<file path="src/rtl/game_pkg.sv">
// Shared move encoding and button ordering used by the input front-end and the game FSM.
package game_pkg;

  localparam int unsigned DIR_W   = 2;
  localparam int unsigned NUM_BTN = 4;

  typedef logic [DIR_W-1:0] dir_t;

  localparam dir_t DIR_RIGHT = 2'd0;
  localparam dir_t DIR_LEFT  = 2'd1;
  localparam dir_t DIR_UP    = 2'd2;
  localparam dir_t DIR_DOWN  = 2'd3;

  // Button vector order is {down, up, left, right}, so bit index equals direction code
  localparam int unsigned BTN_RIGHT = 0;
  localparam int unsigned BTN_LEFT  = 1;
  localparam int unsigned BTN_UP    = 2;
  localparam int unsigned BTN_DOWN  = 3;

  // Lowest set bit wins: RIGHT > LEFT > UP > DOWN
  function automatic dir_t prio_dir(input logic [NUM_BTN-1:0] pulses);
    dir_t d;
    d = DIR_RIGHT;
    for (int i = NUM_BTN - 1; i >= 0; i--) begin
      if (pulses[i]) d = DIR_W'(i);
    end
    return d;
  endfunction

endpackage

</file>
<file path="src/rtl/move_cmd_frontend_btn_cond.sv">
// One button: 2-flop synchroniser, debounce counter and registered press pulse.
module btn_cond #(
  parameter int unsigned DEBOUNCE_CYCLES = 1000000
) (
  input  logic clk,
  input  logic rst,
  input  logic raw,
  output logic level,
  output logic press
);

  localparam int unsigned CNT_W = $clog2(DEBOUNCE_CYCLES + 1);
  localparam logic [CNT_W-1:0] CNT_LAST = CNT_W'(DEBOUNCE_CYCLES - 1);

  logic             sync_q1;
  logic             sync_q2;
  logic             level_d;
  logic [CNT_W-1:0] cnt_q;

  // Level flips only after DEBOUNCE_CYCLES consecutive disagreeing samples
  always_ff @(posedge clk) begin
    if (rst) begin
      sync_q1 <= 1'b0;
      sync_q2 <= 1'b0;
      cnt_q   <= '0;
      level   <= 1'b0;
      level_d <= 1'b0;
      press   <= 1'b0;
    end else begin
      sync_q1 <= raw;
      sync_q2 <= sync_q1;
      if (sync_q2 != level) begin
        if (cnt_q == CNT_LAST) begin
          level <= ~level;
          cnt_q <= '0;
        end else begin
          cnt_q <= cnt_q + CNT_W'(1);
        end
      end else begin
        cnt_q <= '0;
      end
      level_d <= level;
      press   <= level & ~level_d;
    end
  end

endmodule

</file>
<file path="src/rtl/move_cmd_frontend.sv">
// Turns four raw direction buttons into arbitrated, buffered move commands
// delivered over a valid/ready handshake.
module move_cmd_frontend
  import game_pkg::*;
#(
  parameter int unsigned DEBOUNCE_CYCLES = 1000000,
  parameter int unsigned FIFO_DEPTH      = 2
) (
  input  logic       clk,
  input  logic       rst,
  input  logic       right,
  input  logic       left,
  input  logic       up,
  input  logic       down,
  input  logic       cmd_ready,
  output logic       cmd_valid,
  output logic [1:0] cmd_dir,
  output logic [3:0] btn_level,
  output logic       overflow
);

  localparam int unsigned PTR_W = $clog2(FIFO_DEPTH);
  localparam int unsigned CNT_W = PTR_W + 1;

  logic [NUM_BTN-1:0] raw_btn;
  logic [NUM_BTN-1:0] press;
  logic [NUM_BTN-1:0] level;

  assign raw_btn   = {down, up, left, right};
  assign btn_level = level;

  for (genvar g = 0; g < NUM_BTN; g++) begin : g_btn
    btn_cond #(
      .DEBOUNCE_CYCLES(DEBOUNCE_CYCLES)
    ) u_btn_cond (
      .clk  (clk),
      .rst  (rst),
      .raw  (raw_btn[g]),
      .level(level[g]),
      .press(press[g])
    );
  end

  dir_t             mem_q [FIFO_DEPTH];
  logic [PTR_W-1:0] wr_ptr_q;
  logic [PTR_W-1:0] rd_ptr_q;
  logic [CNT_W-1:0] count_q;

  logic               win_valid_c;
  dir_t               win_dir_c;
  logic [NUM_BTN-1:0] win_onehot_c;
  logic               lose_c;
  logic               pop_c;
  logic               full_c;
  logic               push_c;
  logic               drop_c;
  logic [CNT_W-1:0]   count_nxt_c;
  logic [PTR_W-1:0]   wr_ptr_nxt_c;
  logic [PTR_W-1:0]   rd_ptr_nxt_c;
  dir_t               mem_nxt_c [FIFO_DEPTH];
  dir_t               cmd_dir_nxt_c;

  // Arbitration, FIFO next state and the next head entry for the registered outputs
  always_comb begin
    win_valid_c  = |press;
    win_dir_c    = prio_dir(press);
    win_onehot_c = press & (~press + NUM_BTN'(1));
    lose_c       = |(press & ~win_onehot_c);

    pop_c  = cmd_valid & cmd_ready;
    full_c = (count_q == CNT_W'(FIFO_DEPTH));
    push_c = win_valid_c & (~full_c | pop_c);
    drop_c = win_valid_c & full_c & ~pop_c;

    count_nxt_c  = count_q + CNT_W'(push_c) - CNT_W'(pop_c);
    wr_ptr_nxt_c = push_c ? wr_ptr_q + PTR_W'(1) : wr_ptr_q;
    rd_ptr_nxt_c = pop_c  ? rd_ptr_q + PTR_W'(1) : rd_ptr_q;

    mem_nxt_c = mem_q;
    if (push_c) mem_nxt_c[wr_ptr_q] = win_dir_c;

    cmd_dir_nxt_c = DIR_RIGHT;
    if (count_nxt_c != '0) cmd_dir_nxt_c = mem_nxt_c[rd_ptr_nxt_c];
  end

  always_ff @(posedge clk) begin
    if (rst) begin
      for (int i = 0; i < FIFO_DEPTH; i++) mem_q[i] <= DIR_RIGHT;
      wr_ptr_q  <= '0;
      rd_ptr_q  <= '0;
      count_q   <= '0;
      cmd_valid <= 1'b0;
      cmd_dir   <= DIR_RIGHT;
      overflow  <= 1'b0;
    end else begin
      mem_q     <= mem_nxt_c;
      wr_ptr_q  <= wr_ptr_nxt_c;
      rd_ptr_q  <= rd_ptr_nxt_c;
      count_q   <= count_nxt_c;
      cmd_valid <= (count_nxt_c != '0);
      cmd_dir   <= cmd_dir_nxt_c;
      overflow  <= overflow | drop_c | lose_c;
    end
  end

endmodule

</file>
<file path="config.mk">
export PLATFORM = sky130hd
export DESIGN_NAME = move_cmd_frontend
export DESIGN_NICKNAME = d
export VERILOG_FILES = /design/src/rtl/game_pkg.sv /design/src/rtl/move_cmd_frontend_btn_cond.sv /design/src/rtl/move_cmd_frontend.sv
export SDC_FILE = /design/constraint.sdc
export NUM_CORES = 1
export LEC_CHECK = 0
export ABC_CLOCK_PERIOD_IN_PS = 4600
export BUFFER_PORTS_ARGS = -buffer_cell sky130_fd_sc_hd__buf_2
export CAP_MARGIN = 10
export CORE_UTILIZATION = 52
export DETAILED_ROUTE_END_ITERATION = 10
export GPL_TIMING_DRIVEN = 0
export PLACE_DENSITY = 0.79
export SLEW_MARGIN = 20
export SYNTH_ARGS = -nofsm -noshare
export SYNTH_HDL_FRONTEND = slang
export SYNTH_HIERARCHICAL = 1
export SYNTH_SLANG_ARGS = --single-unit
</file>
<file path="constraint.sdc">
create_clock -name clk -period 4.6 [get_ports clk]
set_input_delay 0.23 -clock clk [delete_from_list [all_inputs] [get_ports clk]]
set_output_delay 0.23 -clock clk [all_outputs]
set_load 0.1 [all_outputs]
</file>
==> impl_results.md, run 1 <==
- Internal power: approximately 1.3 mW
- Design Area, Final: roughly 5200 sq um
- Dpl hpwl: around 6300 um
- Mapped Area: 4830 sq um
- Port bufs: 14
- First-pass GRT wire length: about 15,000 um
- Placed Area: just over 5000 sq um
- Initial antenna violation count: 0
- DR WL met3: approximately 240 um
- Required time of the critical path: a little under 5000 ps
- Num CTS Buffers: 9
- Largest net degree at the start of global routing: 26
- Overall global routing resource usage: 19.2%
- 1st-iter DRT viols: roughly 100
- Switching part of the total: 23.7%
- Syn Area/Cell: between 9 and 10 sq um
- Comb pwr share: 6.7%
- Residual DRC: 0
- Crit Path Category: register to register
- Post-Route Setup TNS: 0 ps
- Minimum clock period: roughly 2200 ps
- Status: complete, no violations
- Max cap viols: 0
- TritonCTS clock tree: done
- Power, Total: around 1.7 mW
- FP Rows: 34
- Non-Filler Instances: about 660
- Ys async rst share: 0%
- Register area: ~2200 sq um
- Layout area overhead: 8.54%
- Worst hold path class: primary input to register
- Final ANT Viol Nets: 0
- Fin nets: 563
- Leakage: around 1.6 nW
- Root Buffer: clkbuf_8
- Worst-path clk slew: roughly 100 ps
- Vias per cell: roughly 5.5
- Setup crit start kind: register
- Clk sinks: roughly 110
- Area taken by multi-input logic gates: 2430 sq um
- Worst EP arrival: 2460 ps
- Die footprint: approximately 9700 sq um
- WL met2: 4160 um
- I/O Pins: 15
- Worst Setup End Kind: register
- Post-synth EDFFs: 0
- Top routing layer used: met4
- CP max FO: 4
- Diodes inserted: 0
- Unrepaired setup endpoints after global routing: no
- Max-slew violation count: 0
- Synthesized flop and latch total: around 110
- Final Hold Fails: 0
- Sequential fraction of the synthesis area: 46.4%
- Final worst-path cycle share: between 40 and 50%
- Core area: 8850 sq um
- Hold buffer count at CTS: 0
- WL/cell: between 10 and 15 um
- Number of distinct library cells after synthesis: 44
- Drt total wl: 8800 um
- Share of layout cells above drive strength 1: 11.5%
- Most frequent cells in the layout: dfxtp_1 (112), nor2_1 (98), xnor2_1 (63)
- Vias in the first global route: 3,412
- Measured slew at the worst slew-check pin: approximately 630 ps
- Fillcell total: approximately 750
- CTS resizes: 0
- 1st-pass router iterations: 6
- Max_slew headroom: between 50% and 60%
- Die height: 98.4 um
- Post-Synthesis Cells: 525
- Syn_nets: roughly 540
- Clock Skew: approximately 13 ps
- Die width: a little under 100 um
- Initial Util: a little over half
- Max frequency: 460 MHz
- Post-CTS setup buffers: 0
- Clock power share: about a third
- WL met1: between 4000 and 5000 um
- PD cells: between 300 and 400 nW/um^2
- GPL Wtd Cong: 0.828
- Sw Pwr: slightly above 400 uW
- Commonest non-fill, non-tap cell in the layout: dfxtp_1
- Final setup viols: 0
- Placed cells: 647
- Worst-Skew Late Latency: 370 ps
- Worst vdd rail ir drop: 0.000190 V
- Post-synth top flop: dfxtp_1
- YS warnings: 6
- Reg power frac: 58.1%
- Remaining global-route overflow: 0
- Routed via count: 3,625
- H-tree Lvls: 3
- Clk buf depth: 2
[synth_stat cells, types with 5 or more instances]
cell type | n | area share [%]
inv_1 | 29 | 2.3
nor2b_1 | 18 | 2.3
o21ai_0 | 8 | 0.83
xnor2_1 | 63 | 11
dfxtp_1 | 112 | 46
nand3_1 | 21 | 2.2
o221ai_1 | 5 | 0.91
nand4_1 | 16 | 2.1
or4b_1 | 8 | 1.7
nor2_1 | 98 | 7.6
a211oi_1 | 6 | 0.93
nor3_1 | 18 | 1.9
nor4_1 | 20 | 2.6
a21oi_1 | 9 | 0.93
nand2_1 | 20 | 1.6
or3_1 | 5 | 0.65
xor2_1 | 6 | 1.1
ha_1 | 6 | 1.6
[layout make-up]
cell class	count	area share, %
flip-flops and latches	112	42.7
well taps	108	2.58
clock buffers	12	2.96
inverters	30	2.15
plain buffers	5	0.954
multi-input cells	378	46.3
clock inverters	4	1.00
repair buffers	14	1.34
[kinds of logic after synthesis]
group / after synthesis / share of synthesized area (%)
AO/OA/AOI/OAI: 52 / 8.33
XOR/XNOR: 69 / 12.5
adder cells (fa/ha/maj): 7 / 1.76
buffers and inverters: 35 / 3.36
flip-flops: 112 / 46.4
AND/OR/NAND/NOR: 250 / 27.7
[worst paths after layout]
path,endpoint,startpoint,cells after the start,slack (ps)
setup / recovery,cmd_dir[0],count_q[1],11,2420
hold / removal,g_btn[0].u_btn_cond/sync_q1,right,2,80
setup reg to reg,cmd_dir[0],count_q[1],11,2420
hold reg to reg,g_btn[2].u_btn_cond/press,g_btn[2].u_btn_cond/level_d,1,390
[critical path, stage by stage, from the launching register on]
cell and delay, ps:
dfxtp_1 390, nor2b_4 220, nand2_1 110, o21ai_1 150, ha_1 270, inv_1 60
ha_1 150, xor2_1 200, xnor2_1 120, o21bai_2 200, nand2_1 80, o22ai_1 160
[layer usage]
layer / up-vias / global-route usage, %
met2: 53 / 32.0
met3: 9 / 3.19
li1: 1874 / -
met1: 1689 / 24.5
met5: - / 0
met4: 0 / 9.18
[stage by stage]
step	utilization [%]	hold slack (ps)	setup WS (ps)
final	59.3	83.2	2420
after detailed placement	57.0	372	2440
after global placement	57.0	370	2530
after floorplan	-	302	2020
after CTS	59.3	80.6	2400
after global routing	59.3	91.5	2260
[power groups by stage]
| stage | sequential, mW | combinational, mW | clock (mW) |
|---|---|---|---|
| 2_1_floorplan | 1.04 | 0.0653 | 0 |
| 3_3_place_gp | 1.02 | 0.112 | 0 |
| 6_report | 0.994 | 0.115 | 0.601 |
| 4_1_cts | 0.994 | 0.116 | 0.615 |
| 3_5_place_dp | 1.02 | 0.116 | 0 |
| 5_1_grt | 0.996 | 0.126 | 0.653 |
[sequential cells by signal (all words and copies together), names as in the netlist]
signal,cells
cmd_dir,2
cmd_valid,1
count_q,2
g_btn.u_btn_cond/cnt_q,80
g_btn.u_btn_cond/level,4
g_btn.u_btn_cond/level_d,4
g_btn.u_btn_cond/press,4
g_btn.u_btn_cond/sync_q1,4
g_btn.u_btn_cond/sync_q2,4
mem_q,4
overflow,1
rd_ptr_q,1
wr_ptr_q,1
Power figures use the tool's default switching activity.
==> run 2: changes to the inputs <==
- ABC_CLOCK_PERIOD_IN_PS: 4600 -> 1980
- PLACE_DENSITY: 0.79 -> 0.81
- clock period: 4.6 -> 1.98 ns (I/O delays scaled with it)
==> impl_results.md, run 2 (same netlist as run 1, synthesis figures left out) <==
- Status: complete, but fails checks
- Violations in the final reports: setup timing
- Final ANT Viol Nets: 0
- Worst hold path class: primary input to register
- Commonest non-fill, non-tap cell in the layout: nor2_1
- Crit Path Category: register to register
- Largest register FFs: 80
- Die footprint: between 9000 and 10,000 sq um
- Non-Filler Instances: roughly 700
- Die width: 98.4 um
- 1st-pass router iterations: 7
- Ordered cell list for the critical path: or2_4 > o21ai_4 > ha_4 > inv_2 > ha_4 > xor2_4 > xnor2_2 > o21bai_4 > nand2_1 > o22ai_2
- Share of layout cells above drive strength 1: between 20% and 30%
- Most Frequent Cell on Critical Path: ha_4
- Top routing layer used: met4
- PD cells: 685 nW/um^2
- Layout area overhead: 20.3%
- Initial Util: 54.6%
- Unrepaired setup endpoints after global routing: yes
- DR WL met3: 291 um
- Placed cells: 647
- GPL Wtd Cong: roughly 0.86
- Final hold slack: 175 ps
- Clock power share: 31.8%
- Final WS setup: -52.4 ps
- CP max FO: 4
- First-pass GRT wire length: 16,100 um
- Residual DRC: 0
- Drt total wl: 10,100 um
- Comb pwr share: between 10 and 15%
- Max frequency: 492 MHz
- Clk buf depth: 2
- Minimum clock period: 2030 ps
- Reg power frac: between 50 and 60%
- Internal power: 2.95 mW
- Power, Total: around 4.0 mW
- Setup crit start kind: register
- Initial antenna violation count: 0
- Largest net degree at the start of global routing: 26
- Clk sinks: ~110
- Leakage: between 1.5 and 2 nW
- Slowest-stage cell, CP: dfxtp_4
- FP Rows: 34
- CP top delay family: compound AO/OA/AOI/OAI gates
- H-tree Lvls: 3
- Routed via count: ~4,000
- Die height: between 90 and 100 um
- Max_slew headroom: about 56%
- Max cap viols: 0
- Fin nets: roughly 600
- Final setup viols: 1
- Placed Area: roughly 5000 sq um
- 1st-iter DRT viols: approximately 190
- Clock Skew: between 10 and 15 ps
- Core area: between 8000 and 9000 sq um
- Worst-Skew Late Latency: 370 ps
- Switching part of the total: 26.1%
- I/O Pins: 15
- Design Area, Final: ~5800 sq um
- Overall global routing resource usage: approximately a fifth
- Dpl hpwl: about 6000 um
- Vias per cell: about 5.6
- Worst EP arrival: 2330 ps
- Worst-path clk slew: ~110 ps
- Port bufs: 14
- Worst Setup End Kind: register
- Required time of the critical path: 2280 ps
- Remaining global-route overflow: 0
- Diodes inserted: 0
- Most frequent cells in the layout: nor2_1 (89), dfxtp_1 (81), xnor2_1 (62)
- Max-slew violation count: 0
- Root Buffer: clkbuf_8
- WL met2: 4960 um
- TritonCTS clock tree: done
- Final Hold Fails: 0
- Largest stage delay, worst path: ~370 ps
- Worst vdd rail ir drop: between 0.0003 and 0.0004 V
- Vias in the first global route: approximately 3,500
- Sw Pwr: ~1.0 mW
- Register with the most flip-flops: g_btn.u_btn_cond/cnt_q
- WL met1: approximately 4600 um
- Final worst-path cycle share: 103%
- WL/cell: around 15 um
- Num CTS Buffers: 9
- CP bufs+invs: 1
- Measured slew at the worst slew-check pin: 656 ps
==> run 2: cell types whose count changed in the layout (fill, tap and decap cells not counted), sizes merged <==
cell / before / now
inv: 30 / 31
clkinvlp: 0 / 1
bufinv: 1 / 0
clkinv: 3 / 4
buf: 19 / 50
clkbuf: 12 / 10
dlygate4sd3: 0 / 4
==> run 2: final timing paths <==
kind	startpoint	endpoint	slack [ps]	cells after the start
worst min register to register	g_btn[0].u_btn_cond/level_d	g_btn[0].u_btn_cond/press	370	1
worst min-delay path	rst	g_btn[3].u_btn_cond/sync_q1	170	2
worst max-delay path	g_btn[0].u_btn_cond/press	cmd_dir[0]	-50	10
worst max register to register	g_btn[0].u_btn_cond/press	cmd_dir[0]	-50	10
==> run 2: repair_timing <==
action,in CTS,in global routing
hold buffers,4,0
buffers inserted,12,15
setup endpoints to repair,43,76
cloned,2,2
endpoints found under the hold margin,4,0
gates resized for setup,21,63
pin swaps,12,22
==> run 2: layer usage <==
metal	up-vias	global-route usage (%)
li1	1949	-
met1	1877	26.4
met2	84	33.9
met3	17	4.04
met4	0	8.15
met5	-	0
==> run 2: final cells by class <==
type / instances / area [sq um]
fillers: 666 / 3030
multi-input cells: 378 / 2640
flip-flops and latches: 112 / 2290
repair buffers: 49 / 399
clock buffers: 10 / 138
well taps: 108 / 135
inverters: 30 / 113
plain buffers: 5 / 50.0
clock inverters: 6 / 43.8
==> run 2: through the flow <==
| stage | utilization [%] | setup TNS (ps) | worst slack [ps] |
|---|---|---|---|
| after floorplan | - | -15.0 | -15.0 |
| after global placement | 57.1 | -2000 | -124 |
| after detailed placement | 57.1 | -2750 | -229 |
| after CTS | 62.0 | -32.8 | -32.8 |
| after global routing | 65.7 | -495 | -119 |
| final | 65.7 | -52.4 | -52.4 |
==> run 2: power groups by stage <==
| stage | clock network (mW) | logic (mW) | registers [mW] |
|---|---|---|---|
| floorplan | 0 | 0.155 | 2.43 |
| global placement | 0 | 0.268 | 2.37 |
| detailed placement | 0 | 0.276 | 2.37 |
| CTS | 1.29 | 0.340 | 2.32 |
| global route | 1.40 | 0.421 | 2.32 |
| finish | 1.27 | 0.402 | 2.32 |
==> run 3: changes to the inputs <==
- BUFFER_PORTS_ARGS: -buffer_cell sky130_fd_sc_hd__buf_2 -> not set
- DONT_BUFFER_PORTS: not set -> 1
- PLACE_DENSITY: 0.81 -> 0.8
- RECOVER_POWER: not set -> 25
==> impl_results.md, run 3 (same netlist as run 1, synthesis figures left out) <==
- Status: complete, but fails checks
- Violations in the final reports: DRC, setup timing
- Port bufs: 0
- Max frequency: 448 MHz
- Placed Area: between 4000 and 5000 sq um
- Required time of the critical path: 2270 ps
- 1st-pass router iterations: 8
- CP max FO: 4
- Pre-CTS setup slack: -231 ps
- Placed cells: between 600 and 700
- Worst vdd rail ir drop: 0.000391 V
- Core area: 8850 sq um
- Drt total wl: around 9500 um
- Num CTS Buffers: 9
- Setup crit start kind: register
- Initial antenna violation count: 0
- Final setup viols: 4
- Die footprint: about 9700 sq um
- FP Rows: 34
- Max_slew headroom: between 30 and 40%
- Max cap viols: 0
- H-tree Lvls: 3
- Clock Skew: about 14 ps
- Max-slew violation count: 0
- Worst EP arrival: 2530 ps
- WL met1: about 4500 um
- Most frequent cells in the layout: nor2_1 (97), dfxtp_1 (91), xnor2_1 (62)
- PD cells: approximately 710 nW/um^2
- Final WS setup: -253 ps
- Hold EP: count_q[1]
- Area taken by multi-input logic gates: roughly 2600 sq um
- I/O Pins: 15
- Root Buffer: clkbuf_8
- Layout area overhead: 15.3%
- Most Frequent Cell on Critical Path: nand2_4
- Slowest-stage cell, CP: dfxtp_4
- Worst hold path class: primary input to register
- Hold Startpoint: rst
- Routed via count: roughly 3,800
- Commonest non-fill, non-tap cell in the layout: nor2_1
- Largest register FFs: 80
- Worst-path clk slew: about 90 ps
- WL met2: 4510 um
- Unrepaired setup endpoints after global routing: yes
- R2r endpoint: cmd_dir[0]
- Fin nets: 578
- Register area: between 2000 and 2500 sq um
- Hold Crit Depth: 2
- Final hold slack: around 40 ps
- Worst-Skew Late Latency: 370 ps
- Remaining global-route overflow: 0
- Clk buf depth: 2
- GPL Wtd Cong: approximately 0.84
- Top routing layer used: met4
- Power, Total: 3.97 mW
- Post-Route Setup TNS: -578 ps
- Worst R2R Setup Slack: -250 ps
- Initial Util: between 50% and 60%
- Final Hold Fails: 0
- Worst Setup End Kind: register
- Fillcell total: 693
- Die height: roughly 98 um
- Overall global routing resource usage: between 10% and 20%
- Ordered cell list for the critical path: nand2_4 > nand2_4 > o21ai_4 > ha_1 > inv_2 > ha_4 > xor2_2 > xnor2_2 > o21bai_2 > nand2_1 > o22ai_2
- Non-Filler Instances: approximately 680
- Final Util: a little over three fifths
- DR WL met3: approximately 370 um
- R2R depth: 11
- Die width: approximately 98 um
- Largest net degree at the start of global routing: 25
- Diodes inserted: 0
- Register with the most flip-flops: g_btn.u_btn_cond/cnt_q
- Residual DRC: 2
- Crit Path Category: register to register
- Clk sinks: ~110
- Final worst-path cycle share: 113%
- Final ANT Viol Nets: 0
- Design Area, Final: approximately 5600 sq um
- Measured slew at the worst slew-check pin: between 900 and 1000 ps
- Vias in the first global route: 3,435
- Largest stage delay, worst path: ~560 ps
- Share of layout cells above drive strength 1: 18.9%
- WL/cell: roughly 14 um
- Leakage: 1.66 nW
- First-pass GRT wire length: between 15,000 and 20,000 um
- Dpl hpwl: roughly 6000 um
- FF-to-FF Start: cmd_valid
- 1st-iter DRT viols: between 150 and 200
- TritonCTS clock tree: done
- Vias per cell: between 5 and 6
- Minimum clock period: between 2000 and 2500 ps
## run 3: cell types whose count changed in the layout (fill, tap and decap cells not counted), moves of 3 or more
| cell | change |
|---|---|
| a21oi_1 | +3 |
| a21oi_2 | -3 |
| buf_2 | -14 |
| nor2_4 | -3 |
| dfxtp_4 | -4 |
| dfxtp_2 | -6 |
| nor2_1 | +8 |
| buf_4 | -4 |
| dfxtp_1 | +10 |
| nor2_2 | -5 |
## run 3: power by group
group	switching [mW]	internal, mW	leakage (nW)
Sequential	0.0998	2.29	0.915
Clock	0.743	0.529	0.0929
Combinational	0.158	0.145	0.647
## run 3: area by class of cell
| class | count | share of cell area, % |
|---|---|---|
| Clock inverter | 4 | 0.494 |
| Inverter | 30 | 2.07 |
| Clock buffer | 12 | 2.78 |
| Buffer | 5 | 0.898 |
| Multi-Input combinational cell | 378 | 46.0 |
| Tap cell | 108 | 2.42 |
| Sequential cell | 112 | 40.7 |
| Timing Repair Buffer | 29 | 4.63 |
## run 3: routing by layer
layer / vias to the layer above / GRT usage (%)
met2: 83 / 31.5
met3: 14 / 3.48
li1: 1914 / -
met5: - / 0
met1: 1796 / 25.2
met4: 0 / 9.07
## run 3: what timing repair did
action,4_1_cts,5_1_grt
gates resized for setup,6,44
hold buffers,5,0
pin swaps,7,14
setup buffers,12,11
gates cloned,0,2
endpoints found under the hold margin,28,0
endpoints found under the setup margin,43,80
## run 3: how the worst max path moves through the flow
stage               from         end  slack (ps)
2_1_floorplan  cmd_valid  cmd_dir[0]         -20
3_5_place_dp   cmd_valid  cmd_dir[0]        -230
5_1_grt        cmd_valid  cmd_dir[0]        -310
4_1_cts        cmd_valid  cmd_dir[0]        -160
3_3_place_gp   cmd_valid  cmd_dir[0]        -190
6_report       cmd_valid  cmd_dir[0]        -250
## run 3: critical path, delay by kind of cell, from the launching register on
family | cells | cell delay (ps)
buffers and inverters | 1 | 40
XOR/XNOR | 2 | 340
flip-flops | 1 | 560
AND/OR/NAND/NOR | 3 | 310
AO/OA/AOI/OAI | 3 | 460
adder cells (fa/ha/maj) | 2 | 450
